`config.mk`:
```
export PLATFORM = sky130hd
export DESIGN_NAME = dm_store_buffer_flat
export DESIGN_NICKNAME = d
export VERILOG_FILES = /design/src/rtl/dm_store_buffer_pkg.sv /design/src/rtl/dm_store_buffer_if.sv /design/src/rtl/dm_sb_match.sv /design/src/rtl/dm_store_buffer.sv /design/src/flat_wrapper.sv
export SDC_FILE = /design/constraint.sdc
export NUM_CORES = 1
export LEC_CHECK = 0
export BUFFER_PORTS_ARGS = -buffer_cell sky130_fd_sc_hd__buf_2
export CAP_MARGIN = 30
export CORE_MARGIN = 2
export CORE_UTILIZATION = 55
export DETAILED_ROUTE_END_ITERATION = 8
export PLACE_DENSITY = 0.89
export SYNTH_ARGS = -nofsm -noshare
export SYNTH_HDL_FRONTEND = slang
export SYNTH_HIERARCHICAL = 1
export SYNTH_SLANG_ARGS = --single-unit
```
`constraint.sdc`:
```
create_clock -name clk -period 3.5 [get_ports clk]
set_input_delay 0.7 -clock clk [delete_from_list [all_inputs] [get_ports clk]]
set_output_delay 0.7 -clock clk [all_outputs]
set_load 0.01 [all_outputs]
```
`src/rtl/dm_store_buffer_pkg.sv`:
```
// Shared types and helpers for the data-memory store buffer.
package dm_store_buffer_pkg;

    localparam logic [3:0]  BE_WORD  = 4'hF;
    localparam int unsigned DM_IDX_W = 10;

    // One buffered store, as written to the data memory.
    typedef struct packed {
        logic [31:0] addr;
        logic [31:0] wdata;
        logic [3:0]  be;
        logic [31:0] pc;
    } sb_entry_t;

    // Word index addr[idx_w+1:2], zero-extended to 32 bits.
    function automatic logic [31:0] word_idx(input logic [31:0] addr, input int unsigned idx_w);
        logic [31:0] mask;
        mask = (32'd1 << idx_w) - 32'd1;
        return (addr >> 2) & mask;
    endfunction

endpackage

```
`src/rtl/dm_store_buffer_if.sv`:
```
// MEM-stage store/load request bus and data-memory write port of the store buffer.
interface dm_store_buffer_if;
    logic        st_valid;
    logic [31:0] st_addr;
    logic [31:0] st_wdata;
    logic [3:0]  st_be;
    logic [31:0] st_pc;
    logic        st_ready;

    logic        ld_valid;
    logic [31:0] ld_addr;
    logic        ld_stall;
    logic        ld_fwd_valid;
    logic [31:0] ld_fwd_data;

    logic        dm_we;
    logic [31:0] dm_addr;
    logic [31:0] dm_wd;
    logic [3:0]  dm_be;
    logic [31:0] dm_pc;
    logic        empty;

    // Pipeline side: issues stores/loads, observes the memory port.
    modport master (
        output st_valid, st_addr, st_wdata, st_be, st_pc, ld_valid, ld_addr,
        input  st_ready, ld_stall, ld_fwd_valid, ld_fwd_data,
        input  dm_we, dm_addr, dm_wd, dm_be, dm_pc, empty
    );

    // Store buffer side.
    modport slave (
        input  st_valid, st_addr, st_wdata, st_be, st_pc, ld_valid, ld_addr,
        output st_ready, ld_stall, ld_fwd_valid, ld_fwd_data,
        output dm_we, dm_addr, dm_wd, dm_be, dm_pc, empty
    );
endinterface

```
`src/rtl/dm_sb_match.sv`:
```
// Word-index comparator over N age-ordered candidates (index 0 oldest);
// reports whether any valid candidate matches and returns the youngest match.
module dm_sb_match
    import dm_store_buffer_pkg::*;
#(
    parameter int unsigned N     = 5,
    parameter int unsigned IDX_W = DM_IDX_W
) (
    input  logic [31:0] key_addr_i,
    input  sb_entry_t   ent_i [N],
    input  logic [N-1:0] vld_i,
    output logic        hit_c_o,
    output sb_entry_t   ent_c_o
);

    // Later (younger) matches overwrite earlier ones.
    always_comb begin
        hit_c_o = 1'b0;
        ent_c_o = '0;
        for (int i = 0; i < int'(N); i++) begin
            if (vld_i[i] && (word_idx(ent_i[i].addr, IDX_W) == word_idx(key_addr_i, IDX_W))) begin
                hit_c_o = 1'b1;
                ent_c_o = ent_i[i];
            end
        end
    end

endmodule

```
`src/rtl/dm_store_buffer.sv`:
```
// Posted-write store buffer: queues MEM-stage stores in a circular FIFO,
// drains one per cycle to the data memory, stalls loads that hit a pending
// store. Optional full-word forwarding: DM_STORE_BUFFER_LOAD_FWD_EN.
module dm_store_buffer
    import dm_store_buffer_pkg::*;
#(
    parameter int unsigned DEPTH = 4,
    parameter int unsigned IDX_W = DM_IDX_W
) (
    input  logic               clk,
    input  logic               reset,
    dm_store_buffer_if.slave   bus
);

    localparam int unsigned PTR_W = $clog2(DEPTH);
    localparam int unsigned CNT_W = PTR_W + 1;
    localparam int unsigned NCAND = DEPTH + 1;

    sb_entry_t        mem_q [DEPTH];
    logic [PTR_W-1:0] head_q, head_d;
    logic [PTR_W-1:0] tail_q, tail_d;
    logic [CNT_W-1:0] count_q, count_d;
    sb_entry_t        drain_q, drain_d;
    logic             dm_we_q, dm_we_d;

    logic      push;
    logic      pop;
    sb_entry_t st_ent;

    sb_entry_t        cand [NCAND];
    logic [NCAND-1:0] cand_vld;
    logic             match_hit;
    sb_entry_t        match_ent;

    // Handshake and FIFO next-state.
    always_comb begin
        st_ent   = '{addr: bus.st_addr, wdata: bus.st_wdata, be: bus.st_be, pc: bus.st_pc};
        push     = bus.st_valid && (count_q != CNT_W'(DEPTH));
        pop      = (count_q != '0);
        head_d   = pop  ? head_q + PTR_W'(1) : head_q;
        tail_d   = push ? tail_q + PTR_W'(1) : tail_q;
        count_d  = count_q + CNT_W'(push) - CNT_W'(pop);
        drain_d  = pop ? mem_q[head_q] : drain_q;
        dm_we_d  = pop;
    end

    // Entry storage; no reset needed, validity comes from count.
    always_ff @(posedge clk) begin
        if (push) begin
            mem_q[tail_q] <= st_ent;
        end
    end

    // Pointers, count and drain register.
    always_ff @(posedge clk or negedge reset) begin
        if (!reset) begin
            head_q  <= '0;
            tail_q  <= '0;
            count_q <= '0;
            drain_q <= '0;
            dm_we_q <= 1'b0;
        end else begin
            head_q  <= head_d;
            tail_q  <= tail_d;
            count_q <= count_d;
            drain_q <= drain_d;
            dm_we_q <= dm_we_d;
        end
    end

    // Age-ordered candidate list: drain register first, then FIFO head to tail.
    always_comb begin
        cand[0]     = drain_q;
        cand_vld[0] = dm_we_q;
        for (int k = 0; k < int'(DEPTH); k++) begin
            cand[k+1]     = mem_q[head_q + PTR_W'(k)];
            cand_vld[k+1] = (CNT_W'(k) < count_q);
        end
    end

    dm_sb_match #(
        .N     (NCAND),
        .IDX_W (IDX_W)
    ) u_match (
        .key_addr_i (bus.ld_addr),
        .ent_i      (cand),
        .vld_i      (cand_vld),
        .hit_c_o    (match_hit),
        .ent_c_o    (match_ent)
    );

    // Load hazard resolution.
`ifdef DM_STORE_BUFFER_LOAD_FWD_EN
    logic fwd_ok;
    always_comb begin
        fwd_ok           = bus.ld_valid && match_hit && (match_ent.be == BE_WORD);
        bus.ld_fwd_valid = fwd_ok;
        bus.ld_fwd_data  = fwd_ok ? match_ent.wdata : 32'd0;
        bus.ld_stall     = bus.ld_valid && match_hit && !fwd_ok;
    end
`else
    logic unused_match_ent;
    assign unused_match_ent = ^match_ent;
    always_comb begin
        bus.ld_fwd_valid = 1'b0;
        bus.ld_fwd_data  = 32'd0;
        bus.ld_stall     = bus.ld_valid && match_hit;
    end
`endif

    // Status and data-memory write port.
    always_comb begin
        bus.st_ready = (count_q != CNT_W'(DEPTH));
        bus.empty    = (count_q == '0) && !dm_we_q;
        bus.dm_we    = dm_we_q;
        bus.dm_addr  = drain_q.addr;
        bus.dm_wd    = drain_q.wdata;
        bus.dm_be    = drain_q.be;
        bus.dm_pc    = drain_q.pc;
    end

    // Only one MEM-stage instruction per cycle; the store wins if both appear.
    a_no_st_ld: assert property (@(posedge clk) disable iff (!reset)
                                 !(bus.st_valid && bus.ld_valid))
        else $error("dm_store_buffer: store and load in the same cycle");

endmodule

```
`src/flat_wrapper.sv`:
```
// flat-port wrapper written by rule: the top's interface ports become plain ports
module dm_store_buffer_flat import dm_store_buffer_pkg::*;
#(
    parameter int unsigned DEPTH = 4,
    parameter int unsigned IDX_W = DM_IDX_W
)
  (clk, reset, bus_st_valid, bus_st_addr, bus_st_wdata, bus_st_be, bus_st_pc, bus_ld_valid, bus_ld_addr, bus_st_ready, bus_ld_stall, bus_ld_fwd_valid, bus_ld_fwd_data, bus_dm_we, bus_dm_addr, bus_dm_wd, bus_dm_be, bus_dm_pc, bus_empty);
  dm_store_buffer_if bus_i ();
  input  logic clk;
  input  logic reset;
  input wire logic [$bits(bus_i.st_valid)-1:0] bus_st_valid;
  input wire logic [$bits(bus_i.st_addr)-1:0] bus_st_addr;
  input wire logic [$bits(bus_i.st_wdata)-1:0] bus_st_wdata;
  input wire logic [$bits(bus_i.st_be)-1:0] bus_st_be;
  input wire logic [$bits(bus_i.st_pc)-1:0] bus_st_pc;
  input wire logic [$bits(bus_i.ld_valid)-1:0] bus_ld_valid;
  input wire logic [$bits(bus_i.ld_addr)-1:0] bus_ld_addr;
  output wire logic [$bits(bus_i.st_ready)-1:0] bus_st_ready;
  output wire logic [$bits(bus_i.ld_stall)-1:0] bus_ld_stall;
  output wire logic [$bits(bus_i.ld_fwd_valid)-1:0] bus_ld_fwd_valid;
  output wire logic [$bits(bus_i.ld_fwd_data)-1:0] bus_ld_fwd_data;
  output wire logic [$bits(bus_i.dm_we)-1:0] bus_dm_we;
  output wire logic [$bits(bus_i.dm_addr)-1:0] bus_dm_addr;
  output wire logic [$bits(bus_i.dm_wd)-1:0] bus_dm_wd;
  output wire logic [$bits(bus_i.dm_be)-1:0] bus_dm_be;
  output wire logic [$bits(bus_i.dm_pc)-1:0] bus_dm_pc;
  output wire logic [$bits(bus_i.empty)-1:0] bus_empty;
  assign bus_i.st_valid = bus_st_valid;
  assign bus_i.st_addr = bus_st_addr;
  assign bus_i.st_wdata = bus_st_wdata;
  assign bus_i.st_be = bus_st_be;
  assign bus_i.st_pc = bus_st_pc;
  assign bus_i.ld_valid = bus_ld_valid;
  assign bus_i.ld_addr = bus_ld_addr;
  assign bus_st_ready = bus_i.st_ready;
  assign bus_ld_stall = bus_i.ld_stall;
  assign bus_ld_fwd_valid = bus_i.ld_fwd_valid;
  assign bus_ld_fwd_data = bus_i.ld_fwd_data;
  assign bus_dm_we = bus_i.dm_we;
  assign bus_dm_addr = bus_i.dm_addr;
  assign bus_dm_wd = bus_i.dm_wd;
  assign bus_dm_be = bus_i.dm_be;
  assign bus_dm_pc = bus_i.dm_pc;
  assign bus_empty = bus_i.empty;
  dm_store_buffer #(.DEPTH(DEPTH), .IDX_W(IDX_W)) u_core (.clk(clk), .reset(reset), .bus(bus_i));
endmodule
```
==> flow_metrics.env <==
export IMPL_status="completed"
export IMPL_finalSetupViolations=0
export IMPL_wire_per_inst_um=21.7
export IMPL_clock_skew_ps=13.9
export IMPL_grt_antenna_before_repair=7
export IMPL_grt_overflow=0
export IMPL_finalWorstSetupSlack_ps=9.54
export IMPL_drt_iter0_markers=743
export IMPL_antenna_left=0
export IMPL_drc=0
export IMPL_crit_fanout=11
export IMPL_n_fill_cell=2599
export IMPL_r2r_start="u_core/head_q[0]"
export IMPL_cts_tree="yes"
export IMPL_cts_num_sinks=508
export IMPL_fin_crit_sh=0.997
export IMPL_path_class="flop to primary output"
export IMPL_final_min_clock_period_ps=3490
export IMPL_firstDrtPassIters=5
export IMPL_core_um2=37800
export IMPL_io_pins=273
export IMPL_arrival_ps=2790
export IMPL_final_common_cell="edfxtp_1"
export IMPL_layout_nets=1520
export IMPL_drv_cap=0
export IMPL_clk_latency_ps=590
export IMPL_synthCells=1270
export IMPL_worstMarginPinSlew_ps=887
export IMPL_rows=71
export IMPL_power_density_nw_per_um2=901
export IMPL_vias=10800
export IMPL_rrSetupSlack_ps=1080
export IMPL_syn_area_per_cell_um2=16.7
export IMPL_dieWidth_um=200
export IMPL_final_cell_mix="edfxtp_1, nand2_1, buf_2"
export IMPL_max_vdd_ir_drop_uv=554
export IMPL_die_area_um2=40100
export IMPL_r2r_cells=6
export IMPL_final_util=0.625
export IMPL_grt_max_degree=101
export IMPL_ys_warn_count=6
export IMPL_track_usage=0.214
export IMPL_cts_made_buffers=50
export IMPL_area_growth_pct=11.6
export IMPL_crit_required_ps=2800
export IMPL_path_clk_slew_ps=60
export IMPL_portBuffers=217
export IMPL_place_area_um2=21700
export IMPL_viasPerCell=5.58
export IMPL_cts_max_level=2
export IMPL_drive_above_1_share=0.332
export IMPL_post_dp_hpwl_um=24300
export IMPL_final_area_um2=23600
export IMPL_rsz0062_at_grt="true"
export IMPL_grt_pass1_wl_um=65000
export IMPL_gp_congestion=0.821
export IMPL_setup_tns_ps=0
export IMPL_dp_cells=1827
export IMPL_fmax_mhz=286
export IMPL_startpoint_type="flop"
export IMPL_reg2reg_to="u_core/bus.dm_addr[0]"
export IMPL_clockBufferDepth=3
export IMPL_finalWirelength_um=41900
export IMPL_end_kind="primary output"
export IMPL_start_util=0.560
export IMPL_grt_pass1_vias=11400
export IMPL_max_slew_margin=0.409
export IMPL_power_leakage_nw=8.91
export IMPL_layoutNonFillerInstCount=1933
export IMPL_min_path_type="primary input to async pin"
export IMPL_drv_slew=0
export IMPL_hold_viol=0
export IMPL_root_buffer="clkbuf_16"
export IMPL_place_ws_ps=504
export IMPL_synthesis_area_um2=21200
export IMPL_dieHeight_um=200
[flip-flops by register name (all words and copies together), names as in the netlist]
register            count
u_core/mem_q          400
u_core/bus.dm_addr     32
u_core/bus.dm_pc       32
u_core/bus.dm_wd       32
u_core/bus.dm_be        4
u_core/count_q          3
u_core/head_q           2
u_core/tail_q           2
u_core/bus.dm_we        1
[layout make-up]
class | instances | area (um2) | share of cell area
diodes | 6 | 15.0 | 0.000636
clock buffers | 60 | 1320 | 0.0559
clock inverters | 33 | 357 | 0.0151
inverters | 11 | 43.8 | 0.00186
multi-input cells | 561 | 5070 | 0.215
flip-flops and latches | 508 | 14700 | 0.624
well taps | 511 | 639 | 0.0271
repair buffers | 243 | 1440 | 0.0612
[what timing repair did]
action,in CTS,in global routing
setup endpoints to repair,1,1
setup buffers,5,0
cloned,2,0
hold buffers,0,0
resized for setup,7,4
[per-stage QoR]
stage | total power (W) | hold WS (ps)
4_1_cts | 0.0214 | 155
3_3_place_gp | 0.0155 | 443
6_report | 0.0213 | 156
2_1_floorplan | 0.0146 | 404
3_5_place_dp | 0.0158 | 450
5_1_grt | 0.0224 | 186
[power breakdown]
group          leakage [nW]  switching, W  total, W  internal (W)
Combinational          3.18       0.00381   0.00693       0.00313
Clock                 0.796       0.00226   0.00536       0.00309
Sequential             4.93      0.000696   0.00897       0.00827
[how the worst max path moves through the flow]
stage | start | endpoint | cells past startpoint
floorplan | bus_ld_addr[10] | bus_ld_stall | 9
global placement | bus_ld_addr[10] | bus_ld_stall | 8
detailed placement | u_core/head_q[1] | bus_ld_stall | 8
CTS | u_core/head_q[0] | bus_ld_stall | 9
global route | u_core/head_q[0] | bus_ld_stall | 10
finish | u_core/head_q[0] | bus_ld_stall | 9
[routing by layer]
metal / GRT usage / vias to the layer above / share of wire
met3: 0.0495 / 95 / 0.070
met1: 0.258 / 5588 / 0.37
met2: 0.378 / 440 / 0.53
met5: 0 / - / 0.00060
li1: - / 4662 / -
met4: 0.0765 / 4 / 0.030
[critical path, cell delays in order (launching register included)]
cell,delay (ps)
dfrtp_4,500
buf_16,180
mux4_2,540
xnor2_1,210
nand4_1,160
nor3_2,190
nor2_1,70
nand4b_1,100
and2_1,120
buf_2,120
No activity file was read; power rests on OpenSTA's default activity.
